==> config.mk <==
export PLATFORM = sky130hd
export DESIGN_NAME = usb_txn_ctrl
export DESIGN_NICKNAME = d
export VERILOG_FILES = /design/src/rtl/usb_pkg.sv /design/src/rtl/usb_txn_timer.sv /design/src/rtl/usb_txn_ctrl.sv
export SDC_FILE = /design/constraint.sdc
export NUM_CORES = 1
export LEC_CHECK = 0
export BUFFER_PORTS_ARGS = -buffer_cell sky130_fd_sc_hd__buf_4
export CORE_MARGIN = 2
export CORE_UTILIZATION = 35
export CTS_BUF_LIST = sky130_fd_sc_hd__clkbuf_2
export CTS_CLUSTER_DIAMETER = 30
export DETAILED_ROUTE_END_ITERATION = 10
export PLACE_DENSITY = 0.64
export RECOVER_POWER = 100
export REMOVE_ABC_BUFFERS = 1
export SLEW_MARGIN = 20
export SYNTH_ARGS = -nofsm -noshare
export SYNTH_HDL_FRONTEND = slang
export SYNTH_SLANG_ARGS = --single-unit
==> constraint.sdc <==
create_clock -name clk -period 2.55 [get_ports clk]
set_input_delay 0.51 -clock clk [delete_from_list [all_inputs] [get_ports clk]]
set_output_delay 0.51 -clock clk [all_outputs]
set_load 0.03 [all_outputs]
==> src/rtl/usb_pkg.sv <==
// Shared types and PID constants for the host-side USB transaction sequencer.
package usb_pkg;

    typedef enum logic [2:0] {
        ST_IDLE,
        ST_TOKEN,
        ST_OUT_DATA,
        ST_OUT_HS,
        ST_IN_DATA,
        ST_IN_HS,
        ST_DONE,
        ST_ERR
    } txn_state_t;

    localparam logic [7:0] PID_OUT = 8'hE1;
    localparam logic [7:0] PID_IN  = 8'h69;
    localparam logic [7:0] PID_ACK = 8'hD2;
    localparam logic [7:0] PID_NAK = 8'h5A;

    // Only an exact ACK counts as success; NAK, STALL and corrupted PIDs all retry.
    function automatic logic is_ack(input logic [7:0] pid);
        return pid == PID_ACK;
    endfunction

endpackage

==> src/rtl/usb_txn_timer.sv <==
// Saturating cycle counter used to bound the wait for a device handshake.
// done is high while the count equals LIMIT.
module usb_txn_timer #(
    parameter int LIMIT = 255
) (
    input  logic clk,
    input  logic rst_L,
    input  logic clear,
    input  logic enable,
    output logic done
);

    localparam int TW = (LIMIT < 1) ? 1 : $clog2(LIMIT + 1);
    localparam logic [TW-1:0] LIMIT_W = TW'(LIMIT);

    logic [TW-1:0] count_q;
    logic [TW-1:0] count_d;

    // Clear wins over counting; counting stops once LIMIT is reached.
    always_comb begin
        count_d = count_q;
        if (clear) begin
            count_d = '0;
        end else if (enable && (count_q != LIMIT_W)) begin
            count_d = count_q + 1'b1;
        end
    end

    // Counter register.
    always_ff @(posedge clk or negedge rst_L) begin
        if (!rst_L) begin
            count_q <= '0;
        end else begin
            count_q <= count_d;
        end
    end

    assign done = (count_q == LIMIT_W);

endmodule

==> src/rtl/usb_txn_ctrl.sv <==
// Host-side USB transaction sequencer: token -> data phase -> handshake,
// with bounded retry. All outputs are registered.
module usb_txn_ctrl
    import usb_pkg::*;
#(
    parameter int MAX_TRIES  = 8,
    parameter int HS_TIMEOUT = 255
) (
    input  logic       clk,
    input  logic       rst_L,
    input  logic       req_in,
    input  logic       req_out,
    input  logic       tok_done,
    input  logic       txd_done,
    input  logic       hs_tx_done,
    input  logic       rx_success,
    input  logic       rx_fail,
    input  logic       hs_rx_valid,
    input  logic [7:0] hs_rx_pid,
    output logic       tok_start,
    output logic [7:0] tok_pid,
    output logic       txd_start,
    output logic       r_data_start,
    output logic       hs_tx_start,
    output logic [7:0] hs_tx_pid,
    output logic       hs_listen,
    output logic       busy,
    output logic       done,
    output logic       error,
    output logic [3:0] tries
);

    localparam logic [4:0] MAX_TRIES_W = 5'(MAX_TRIES);

    txn_state_t state_q, state_d;
    logic       first_q, first_d;
    logic       dir_in_q, dir_in_d;
    logic [7:0] tok_pid_q, tok_pid_d;
    logic [7:0] hs_tx_pid_q, hs_tx_pid_d;
    logic [3:0] tries_q, tries_d;
    logic       tok_start_q, tok_start_d;
    logic       txd_start_q, txd_start_d;
    logic       r_data_start_q, r_data_start_d;
    logic       hs_tx_start_q, hs_tx_start_d;
    logic       hs_listen_q, hs_listen_d;
    logic       busy_q, busy_d;
    logic       done_q, done_d;
    logic       error_q, error_d;
    logic       retry;
    logic       hs_timer_clear;
    logic       hs_timer_done;

    // Handshake timer: restarts from zero on the first OUT_HS cycle, counts while listening.
    usb_txn_timer #(
        .LIMIT(HS_TIMEOUT)
    ) u_hs_timer (
        .clk   (clk),
        .rst_L (rst_L),
        .clear (hs_timer_clear),
        .enable(state_q == ST_OUT_HS),
        .done  (hs_timer_done)
    );

    assign hs_timer_clear = (state_d == ST_OUT_HS) && (state_q != ST_OUT_HS);

    // Next-state, retry bookkeeping and the registered start/status pulses.
    always_comb begin
        state_d     = state_q;
        dir_in_d    = dir_in_q;
        tok_pid_d   = tok_pid_q;
        hs_tx_pid_d = hs_tx_pid_q;
        tries_d     = tries_q;
        retry       = 1'b0;

        case (state_q)
            ST_IDLE: begin
                if (req_in) begin
                    dir_in_d  = 1'b1;
                    tok_pid_d = PID_IN;
                    tries_d   = '0;
                    state_d   = ST_TOKEN;
                end else if (req_out) begin
                    dir_in_d  = 1'b0;
                    tok_pid_d = PID_OUT;
                    tries_d   = '0;
                    state_d   = ST_TOKEN;
                end
            end
            ST_TOKEN: begin
                if (!first_q && tok_done) begin
                    state_d = dir_in_q ? ST_IN_DATA : ST_OUT_DATA;
                end
            end
            ST_IN_DATA: begin
                if (!first_q) begin
                    if (rx_fail) begin
                        hs_tx_pid_d = PID_NAK;
                        state_d     = ST_IN_HS;
                    end else if (rx_success) begin
                        hs_tx_pid_d = PID_ACK;
                        state_d     = ST_IN_HS;
                    end
                end
            end
            ST_IN_HS: begin
                if (!first_q && hs_tx_done) begin
                    if (is_ack(hs_tx_pid_q)) begin
                        state_d = ST_DONE;
                    end else begin
                        retry = 1'b1;
                    end
                    hs_tx_pid_d = 8'h00;
                end
            end
            ST_OUT_DATA: begin
                if (!first_q && txd_done) begin
                    state_d = ST_OUT_HS;
                end
            end
            ST_OUT_HS: begin
                if (hs_rx_valid) begin
                    if (is_ack(hs_rx_pid)) begin
                        state_d = ST_DONE;
                    end else begin
                        retry = 1'b1;
                    end
                end else if (hs_timer_done) begin
                    retry = 1'b1;
                end
            end
            ST_DONE: state_d = ST_IDLE;
            ST_ERR:  state_d = ST_IDLE;
            default: state_d = ST_IDLE;
        endcase

        if (retry) begin
            if (tries_q != 4'hF) begin
                tries_d = tries_q + 4'd1;
            end
            state_d = (({1'b0, tries_q} + 5'd1) == MAX_TRIES_W) ? ST_ERR : ST_TOKEN;
        end

        first_d        = (state_d != state_q);
        tok_start_d    = (state_d == ST_TOKEN)    && (state_q != ST_TOKEN);
        txd_start_d    = (state_d == ST_OUT_DATA) && (state_q != ST_OUT_DATA);
        r_data_start_d = (state_d == ST_IN_DATA)  && (state_q != ST_IN_DATA);
        hs_tx_start_d  = (state_d == ST_IN_HS)    && (state_q != ST_IN_HS);
        hs_listen_d    = (state_d == ST_OUT_HS);
        busy_d         = (state_d != ST_IDLE);
        done_d         = (state_d == ST_DONE);
        error_d        = (state_d == ST_ERR);
    end

    // State, counters and output registers; reset aborts any transaction silently.
    always_ff @(posedge clk or negedge rst_L) begin
        if (!rst_L) begin
            state_q        <= ST_IDLE;
            first_q        <= 1'b0;
            dir_in_q       <= 1'b0;
            tok_pid_q      <= 8'h00;
            hs_tx_pid_q    <= 8'h00;
            tries_q        <= '0;
            tok_start_q    <= 1'b0;
            txd_start_q    <= 1'b0;
            r_data_start_q <= 1'b0;
            hs_tx_start_q  <= 1'b0;
            hs_listen_q    <= 1'b0;
            busy_q         <= 1'b0;
            done_q         <= 1'b0;
            error_q        <= 1'b0;
        end else begin
            state_q        <= state_d;
            first_q        <= first_d;
            dir_in_q       <= dir_in_d;
            tok_pid_q      <= tok_pid_d;
            hs_tx_pid_q    <= hs_tx_pid_d;
            tries_q        <= tries_d;
            tok_start_q    <= tok_start_d;
            txd_start_q    <= txd_start_d;
            r_data_start_q <= r_data_start_d;
            hs_tx_start_q  <= hs_tx_start_d;
            hs_listen_q    <= hs_listen_d;
            busy_q         <= busy_d;
            done_q         <= done_d;
            error_q        <= error_d;
        end
    end

    assign tok_start    = tok_start_q;
    assign tok_pid      = tok_pid_q;
    assign txd_start    = txd_start_q;
    assign r_data_start = r_data_start_q;
    assign hs_tx_start  = hs_tx_start_q;
    assign hs_tx_pid    = hs_tx_pid_q;
    assign hs_listen    = hs_listen_q;
    assign busy         = busy_q;
    assign done         = done_q;
    assign error        = error_q;
    assign tries        = tries_q;

endmodule

==> results of run 1 <==
[kinds of logic (layout without fill, tap and decap cells)]
| kind of cell | count (synthesis) | after routing |
|---|---|---|
| DFF | 30 | 30 |
| and+or+nand+nor | 63 | 63 |
| buffers and inverters | 21 | 54 |
| adders and majority gates | 2 | 2 |
| other | 1 | 6 |
| AOI/OAI and AO/OA | 28 | 28 |
| muxes | 3 | 3 |
| xor gates and xnor gates | 9 | 9 |
[placed cells by master (no fill, tap or decap), types with 4 or more instances in the layout]
cell / synthesis / layout
dfrtp_1: 30 / 30
nand3_1: 4 / 4
clkbuf_2: 0 / 6
inv_1: 6 / 6
xor2_1: 6 / 6
o21ai_0: 5 / 7
nor3_1: 6 / 6
clkbuf_1: 0 / 24
nor2_1: 14 / 14
nand4_1: 4 / 4
a21oi_1: 6 / 7
conb_1: 1 / 6
buf_4: 11 / 16
nand2_1: 18 / 18
[cells in the mapped netlist, types with 3 or more instances]
master,instances,share of area
a21oi_1,6,0.019
a31oi_1,3,0.012
buf_4,11,0.053
buf_6,3,0.022
dfrtp_1,30,0.48
inv_1,6,0.014
nand2_1,18,0.043
nand2b_1,3,0.012
nand3_1,4,0.013
nand4_1,4,0.016
nor2_1,14,0.033
nor3_1,6,0.019
o21ai_0,5,0.016
xnor2_1,3,0.017
xor2_1,6,0.033
[registers in the layout, summed over array words and instances, names as in the netlist, 3 cells and up]
signal	cells
u_hs_timer.count_q	8
state_q	3
tries	4
hs_tx_pid	3
tok_pid	3
[where the power goes]
| part | internal, W | switching [W] | total [W] |
|---|---|---|---|
| Clock | 0.0000673 | 0.000159 | 0.000227 |
| Combinational | 0.000308 | 0.000573 | 0.000881 |
| Sequential | 0.000649 | 0.000196 | 0.000845 |
[how the worst max path moves through the flow]
stage	start	to	cells after the start
floorplan	hs_rx_pid[0]	first_q	6
global placement	hs_rx_pid[0]	first_q	7
detailed placement	hs_rx_pid[0]	first_q	7
CTS	state_q[1]	first_q	7
global route	state_q[1]	tok_start	6
finish	state_q[1]	tok_start	6
[layer usage]
layer	global-route usage	up-vias	share of wire
li1	-	603	-
met1	0.160	574	0.44
met3	0.0470	6	0.066
met2	0.213	31	0.47
met4	0.0566	0	0.017
met5	0	-	0
[metrics by stage]
| stage | hold slack [ns] | power, W |
|---|---|---|
| 2_1_floorplan | 0.214 | 0.00152 |
| 3_3_place_gp | 0.461 | 0.00183 |
| 6_report | 0.318 | 0.00195 |
| 5_1_grt | 0.289 | 0.00212 |
| 4_1_cts | 0.0320 | 0.00208 |
| 3_5_place_dp | 0.463 | 0.00185 |
[final cells by class]
type | count | area (sq um)
clock buffers | 6 | 30.0
clock inverters | 2 | 8.76
inverters | 6 | 22.5
flip-flops and latches | 30 | 751
multi-input cells | 111 | 677
fillers | 479 | 2560
well taps | 52 | 65.1
repair buffers | 40 | 210
==> flow_summary.yaml, run 1 <==
global_routing:
  grt_pass1_wl_um: 5190
  grt_max_degree: 31
  antenna_found_initial: 0
  grt_pass1_vias: 1177
  gr-total-overflow: 0
  grt_usage: 0.132
placement:
  io_buffers: 39
  dpl-instance-area_sq_mm: 0.00183
  post-dp-hpwl_um: 2280
  gp_congestion: 0.760
  place_ws_ns: 0.295
  placed_cells: 239
die:
  coreArea_sq_mm: 0.00432
  ioPinCount: 46
  die_x_um: 71.0
  die_h_um: 71.0
  start_util: 0.363
  num_rows: 24
  die_area_sq_mm: 0.00503
sta:
  layout_setup_ws_ns: 0.340
  setup_violations: 0
  fin_skew_ns: 0.0155
  worstMarginPinSlew_ns: 1.57
  relSlewSlack: -0.0456
  fin_crit_sh: 0.867
  fin_tns_setup_ns: 0
  drv_slew: 31
  hold_violations: 0
  rsz0062_at_grt: "no"
  fin_crit_ns: 2.21
  max_freq_mhz: 452
synth:
  synth_top_family_by_area: "simple AND/OR/NAND/NOR gates"
  synthSimpleGateAreaFrac: 0.216
  synth_edf_count: 0
  synth_cells: 157
  netlist_area_sq_mm: 0.00157
  synth_compound_area_frac: 0.118
  synth-seq-cells: 30
  synth-main-ff-cell: "dfrtp_1"
  syn_area_per_cell_sq_um: 9.99
  synth.distinct_cells: 45
  synth_sequential_area_ratio: 0.478
  async_flop_share: 1.00
  ys_warn_count: 0
  synth-xor-area-share: 0.0502
  synth_fa_ha_area_frac: 0.0159
  muxShareOfSynthArea: 0.0271
setup_path:
  crit_fanout: 11
  reg2reg_from: "state_q[1]"
  rrSetupSlack_ns: 0.34
  cp_cell_sequence: "nor3_1 > o21ai_0 > o211ai_1 > a21o_2 > nand2_1 > nor3_2"
  regToRegEndpoint: "tok_start"
  required_ns: 2.84
  critPathSlowestCell: "dfrtp_1"
  crit_path_start_kind: "flip-flop"
  endpoint_kind: "flip-flop"
  arrival_ns: 2.50
  path_class: "reg -> reg"
  rr_worst_depth: 6
  crit_buf_inv: 0
  cpLargestDelayFamily: "compound AO/OA/AOI/OAI gates"
  cpPeakStageDelay_ns: 0.53
worst_hold_path:
  whs_path_depth: 2
  min_to: "tok_pid[7]"
  worstHoldPathType: "in -> reg"
  hold_start: "req_in"
route:
  vias: 1214
  via_per_inst: 4.91
  drt-total-wl_um: 3060
  drtAntennaViolNets: 0
  drc_errors: 0
  drt_iter0_drc: 23
  post_drt_wl_per_cell_um: 12.4
  dr.pass1.iters: 4
finish:
  drive_gt1_frac: 0.149
  final_nets: 214
  num_antenna_cells: 0
  area_delta_synth_final_pct: 12.4
  post-route-util: 0.408
  design_area_sq_mm: 0.00176
  fin_cells: 247
power:
  p_per_area_mw_per_mm2: 1110
  leakage_nw: 0.799
  ir_drop_mv: 0.575
clock_tree:
  post_cts_buffers: 0
  ctsHoldBuffers: 0
  postCtsResizedCells: 0
  cts.sinks: 30
  cts_buffer_depth: 2
  cts_made_buffers: 5
  cts_tree: "done"
  clock_latency_ns: 0.36
  cts_root_buffer: "clkbuf_2"
  h-tree-depth: 2
  clk_pin_slew_worst_paths_ns: 0.14
outcome:
  failed_checks: "capacitance limit, slew limit"
  status: "complete, but fails checks"
run:
  maxCapViolations: 1
Note: power is estimated with default switching activity, not from simulation.
==> run 2, diff against run 1 <==
--- a/config.mk
+++ b/config.mk
@@ -6,12 +6,14 @@
 export NUM_CORES = 1
 export LEC_CHECK = 0
 export BUFFER_PORTS_ARGS = -buffer_cell sky130_fd_sc_hd__buf_4
+export CELL_PAD_IN_SITES_DETAIL_PLACEMENT = 0
+export CELL_PAD_IN_SITES_GLOBAL_PLACEMENT = 2
 export CORE_MARGIN = 2
-export CORE_UTILIZATION = 35
+export CORE_UTILIZATION = 32
 export CTS_BUF_LIST = sky130_fd_sc_hd__clkbuf_2
 export CTS_CLUSTER_DIAMETER = 30
 export DETAILED_ROUTE_END_ITERATION = 10
-export PLACE_DENSITY = 0.64
+export PLACE_DENSITY = 0.87
 export RECOVER_POWER = 100
 export REMOVE_ABC_BUFFERS = 1
 export SLEW_MARGIN = 20
==> run 2 against run 1 <==
  * The run still ends with capacitance limit, slew limit left
  * Via count increased by 0.74%
  * Non-clock buffer count is 1 higher
  * Power shrank 0.34%
==> flow_summary.yaml, run 2 (same netlist as run 1, synthesis figures left out) <==
global_routing:
  grt_pass1_wl_um: 5180
  grt_max_degree: 31
  grt_pass1_vias: 1137
  antenna_found_initial: 0
  grt_usage: 0.126
  gr-total-overflow: 0
finish:
  fin_cells: 262
  post-route-util: 0.378
  layout_common_cells: "dfrtp_1 (30), clkbuf_1 (24), nand2_1 (18), buf_4 (17), nor2_1 (14)"
  drive_gt1_frac: 0.154
  num_antenna_cells: 0
  regMostFlops: "u_hs_timer.count_q"
  final_nets: 215
  final_common_cell: "dfrtp_1"
  largest_register_ffs: 8
  area_delta_synth_final_pct: 13.8
clock_tree:
  cts_tree: "done"
  postCtsResizedCells: 0
  cts_buffer_depth: 2
  clock_latency_ns: 0.36
  cts_root_buffer: "clkbuf_2"
  post_cts_buffers: 0
  ctsHoldBuffers: 0
  clk_pin_slew_worst_paths_ns: 0.16
  cts.sinks: 30
  h-tree-depth: 2
  cts_made_buffers: 5
placement:
  io_buffers: 39
  post-dp-hpwl_um: 2370
  gp_congestion: 0.695
  place_ws_ns: 0.342
  placed_cells: 255
route:
  via_per_inst: 4.67
  drt_iter0_drc: 51
  drt-total-wl_um: 3220
  vias: 1223
  post_drt_wl_per_cell_um: 12.3
  drc_errors: 0
  drtAntennaViolNets: 0
  dr.pass1.iters: 4
setup_path:
  rr_worst_depth: 6
  arrival_ns: 2.38
  crit_path_start_kind: "flip-flop"
  required_ns: 2.84
  path_class: "reg -> reg"
  crit_fanout: 11
  endpoint_kind: "flip-flop"
worst_hold_path:
  worstHoldPathType: "in -> reg"
  whs_path_depth: 2
sta:
  drv_slew: 31
  setup_violations: 0
  whs_ns: 0.313
  fin_crit_ns: 2.08
  hold_violations: 0
  layout_setup_ws_ns: 0.466
  fin_tns_setup_ns: 0
  relSlewSlack: -0.0685
  fin_skew_ns: 0.0209
  rsz0062_at_grt: "no"
  worstMarginPinSlew_ns: 1.60
  max_freq_mhz: 480
  fin_crit_sh: 0.817
die:
  die_area_sq_mm: 0.00548
  start_util: 0.332
  coreArea_sq_mm: 0.00472
  num_rows: 25
  ioPinCount: 46
  die_x_um: 74.0
  die_h_um: 74.0
outcome:
  failed_checks: "capacitance limit, slew limit"
  status: "complete, but fails checks"
run:
  maxCapViolations: 1
power:
  leakage_nw: 0.800
  ir_drop_mv: 0.482
  p_per_area_mw_per_mm2: 1090
run 2: path summary, 6_finish.rpt:
check                            from     endpoint  slack (ns)
min reg2reg                tok_pid[3]    txd_start        0.54
max reg2reg                state_q[1]    tok_start        0.47
min                            req_in   tok_pid[7]        0.31
max                        state_q[1]    tok_start        0.47
max in group asynchronous       rst_L  hs_tx_start        1.09
min in group asynchronous       rst_L   tok_pid[3]        0.53
run 2: per-stage QoR:
stage | area [sq um] | total power [W]
after floorplan | 1470 | 0.00152
after global placement | 1860 | 0.00185
after detailed placement | 1860 | 0.00186
after CTS | 1890 | 0.00208
after global routing | 1790 | 0.00211
final | 1790 | 0.00195
run 2: critical path: stages, from the launching register on:
cell	delay (ns)
dfrtp_1	0.55
nor3_1	0.48
o21ai_1	0.34
o211ai_1	0.23
a21o_2	0.17
nand2_1	0.07
nor3_1	0.17
run 2: cell type report:
class                   instances  area [sq um]
fillers                       505          2940
flip-flops and latches         30           751
multi-input cells             111           676
repair buffers                 41           218
well taps                      67          83.8
clock buffers                   5          25.0
inverters                       6          22.5
clock inverters                 2          10.0
run 2: metal layers:
metal,wire length [um],track usage,part of all wire,vias up
li1,-,-,-,602
met1,1510,0.164,0.47,577
met2,1470,0.192,0.46,39
met3,209,0.0366,0.065,5
met4,38,0.0606,0.012,0
met5,0,0,0,-
run 2: power by group:
part	total (W)	switching, W	internal (W)
combinational	0.000876	0.000570	0.000306
clock	0.000222	0.000163	0.0000594
sequential	0.000848	0.000198	0.000649
total	0.00195	0.000931	0.00101
==> run 3, diff against run 2 <==
--- a/config.mk
+++ b/config.mk
@@ -5,15 +5,16 @@
 export SDC_FILE = /design/constraint.sdc
 export NUM_CORES = 1
 export LEC_CHECK = 0
+export ABC_AREA = 1
 export BUFFER_PORTS_ARGS = -buffer_cell sky130_fd_sc_hd__buf_4
 export CELL_PAD_IN_SITES_DETAIL_PLACEMENT = 0
 export CELL_PAD_IN_SITES_GLOBAL_PLACEMENT = 2
 export CORE_MARGIN = 2
-export CORE_UTILIZATION = 32
+export CORE_UTILIZATION = 28
 export CTS_BUF_LIST = sky130_fd_sc_hd__clkbuf_2
 export CTS_CLUSTER_DIAMETER = 30
 export DETAILED_ROUTE_END_ITERATION = 10
-export PLACE_DENSITY = 0.87
+export PLACE_DENSITY = 0.84
 export RECOVER_POWER = 100
 export REMOVE_ABC_BUFFERS = 1
 export SLEW_MARGIN = 20
==> constraint.sdc (replaced) <==
create_clock -name clk -period 1.9 [get_ports clk]
set_input_delay 0.38 -clock clk [delete_from_list [all_inputs] [get_ports clk]]
set_output_delay 0.38 -clock clk [all_outputs]
set_load 0.03 [all_outputs]
==> run 3 against run 2 <==
  * The flow now finishes without violations
  * Register-to-register slack worse by 0.27 ns
  * Area after synthesis up 8.1%
  * Die area up 22%
  * Power up 37%
  * Sequential power up 30%
  * Cell count up 22%
  * Combinational power up 44%
  * Synthesized cell count up 31%
  * Clock power up 39%
  * Critical path type unchanged
  * Sequential share of layout area down 3.9 points
  * Non-clock buffer count down 1
==> flow_summary.yaml, run 3 <==
clock_tree:
  cts_buffer_depth: 2
  clk_pin_slew_worst_paths_ns: 0.17
  post_cts_buffers: 0
  postCtsResizedCells: 0
  cts.sinks: 30
  cts_made_buffers: 5
  cts_tree: "done"
  cts_root_buffer: "clkbuf_2"
  h-tree-depth: 2
  ctsHoldBuffers: 1
  clock_latency_ns: 0.36
sta:
  fin_crit_ns: 1.71
  fin_tns_setup_ns: 0
  rsz0062_at_grt: "no"
  relSlewSlack: 0.505
  hold_violations: 0
  setup_violations: 0
  worstMarginPinSlew_ns: 0.742
  fin_skew_ns: 0.0217
  max_freq_mhz: 586
  layout_setup_ws_ns: 0.194
  fin_crit_sh: 0.898
  drv_slew: 0
setup_path:
  critPathSlowestCell: "dfrtp_1"
  cpPeakStageDelay_ns: 0.52
  endpoint_kind: "flip-flop"
  critPathMostFrequentCell: "nand2_1"
  required_ns: 2.15
  crit_fanout: 6
  arrival_ns: 1.95
  crit_path_start_kind: "flip-flop"
  cp_cell_sequence: "inv_1 > nand3_1 > nor2_1 > nor2_1 > nand2_1 > nand3_2 > nand2_4 > nand2_1 > nand2_1 > nand3_1"
  path_class: "reg -> reg"
synth:
  ys_warn_count: 0
  synth.distinct_cells: 34
  synth.most_common_cell: "nand2_1"
  synth_fa_ha_area_frac: 0.0147
  synth_sequential_area_ratio: 0.442
  synth-main-ff-cell: "dfrtp_1"
  yosysTopAreaCellShare: 0.442
  netlist_area_sq_mm: 0.00170
  netlist_top_cells_count: "nand2_1 (42), dfrtp_1 (30), inv_1 (22), nand3_1 (22), nor2_1 (18)"
  synth_top_cell_by_area: "dfrtp_1"
  muxShareOfSynthArea: 0
  synth_cells: 205
  syn_area_per_cell_sq_um: 8.28
  synth_top_family_by_area: "simple AND/OR/NAND/NOR gates"
  synth_area_leaders: "dfrtp_1 (44%), nand2_1 (9.3%), nand3_1 (6.5%)"
  synth_edf_count: 0
  synth-seq-cells: 30
  async_flop_share: 1.00
  synth_compound_area_frac: 0.0487
  synth-xor-area-share: 0.0258
  synthSimpleGateAreaFrac: 0.359
route:
  drt-total-wl_um: 3650
  post_drt_wl_per_cell_um: 11.4
  drtAntennaViolNets: 0
  drt_iter0_drc: 59
  drc_errors: 0
  dr.pass1.iters: 4
  vias: 1377
  via_per_inst: 4.30
power:
  ir_drop_mv: 0.470
  p_per_area_mw_per_mm2: 1360
  leakage_nw: 1.02
global_routing:
  antenna_found_initial: 0
  grt_pass1_wl_um: 6210
  grt_pass1_vias: 1353
  grt_max_degree: 31
  grt_usage: 0.122
  gr-total-overflow: 0
die:
  die_x_um: 81.8
  start_util: 0.288
  num_rows: 28
  ioPinCount: 46
  die_area_sq_mm: 0.00670
  die_h_um: 81.8
  coreArea_sq_mm: 0.00589
run:
  maxCapViolations: 0
finish:
  design_area_sq_mm: 0.00197
  final_nets: 265
  num_antenna_cells: 0
  layout_common_cells: "nand2_1 (43), dfrtp_1 (30), inv_1 (24), nand3_1 (22), clkbuf_1 (22)"
  drive_gt1_frac: 0.180
  largest_register_ffs: 8
  regMostFlops: "u_hs_timer.count_q"
  final_common_cell: "nand2_1"
  area_delta_synth_final_pct: 15.9
  fin_cells: 320
  post-route-util: 0.334
worst_hold_path:
  worstHoldPathType: "in -> reg"
placement:
  post-dp-hpwl_um: 2780
  place_ws_ns: 0.235
  gp_congestion: 0.748
  io_buffers: 39
  dpl-instance-area_sq_mm: 0.00201
  placed_cells: 312
outcome:
  status: "completed"
-- run 3: cell count changes after synthesis, moves of 4 or more --
cell     previous run  this run
inv_1               6        22
nand2_2             0         4
nand2_1            18        42
a21oi_1             6         1
nor2_1             14        18
nand3_2             0         4
nand3_1             4        22
-- run 3: final cells by class --
| type | count | area, sq um |
|---|---|---|
| Sequential cell | 30 | 751 |
| Inverter | 25 | 93.8 |
| Timing Repair Buffer | 40 | 218 |
| Tap cell | 75 | 93.8 |
| Clock inverter | 2 | 10.0 |
| Multi-Input combinational cell | 143 | 776 |
| Fill cell | 648 | 3920 |
| Clock buffer | 5 | 25.0 |
-- run 3: worst paths after layout --
| check | slack, ns | depth (start not counted) | to | from |
|---|---|---|---|---|
| worst max-delay path | 0.19 | 10 | first_q | state_q[2] |
| worst min-delay path | 0.19 | 2 | hs_tx_pid[7] | rx_fail |
| worst max register to register | 0.19 | 10 | first_q | state_q[2] |
| worst min register to register | 0.51 | 1 | tok_pid[7] | tok_pid[7] |
| max in group asynchronous | 0.83 | 2 | tries[0] | rst_L |
| min in group asynchronous | 0.58 | 2 | r_data_start | rst_L |
-- run 3: cell families after synthesis --
family,after synthesis
AO/OA/AOI/OAI,13
adder cells (fa/ha/maj),2
buffers and inverters,37
XOR/XNOR,5
other,1
flip-flops,30
AND/OR/NAND/NOR,117
-- run 3: metrics by stage --
step / hold slack (ns) / total power [W]
global route: 0.143 / 0.00294
finish: 0.192 / 0.00267
detailed placement: 0.339 / 0.00250
global placement: 0.336 / 0.00251
floorplan: 0.0844 / 0.00206
CTS: 0.159 / 0.00283
-- run 3: routing by layer --
metal / track usage / up-vias / wire [um]
li1: - / 727 / -
met1: 0.169 / 612 / 1810
met2: 0.182 / 33 / 1600
met3: 0.0396 / 5 / 196
met4: 0.0350 / 0 / 40
met5: 0 / - / 0
-- run 3: worst max-delay path, delay by kind of cell, from the launching register on --
family	cells	cell delay, ns
AND/OR/NAND/NOR	9	0.85
flip-flops	1	0.52
buffers and inverters	1	0.22
-- run 3: report_power, final --
part           switching [W]  internal [W]  leakage [nW]  total, W
combinational       0.000862      0.000400         0.612   0.00126
sequential          0.000240      0.000856         0.376   0.00110
clock               0.000228     0.0000797        0.0286  0.000308
total                0.00133       0.00134          1.02   0.00267
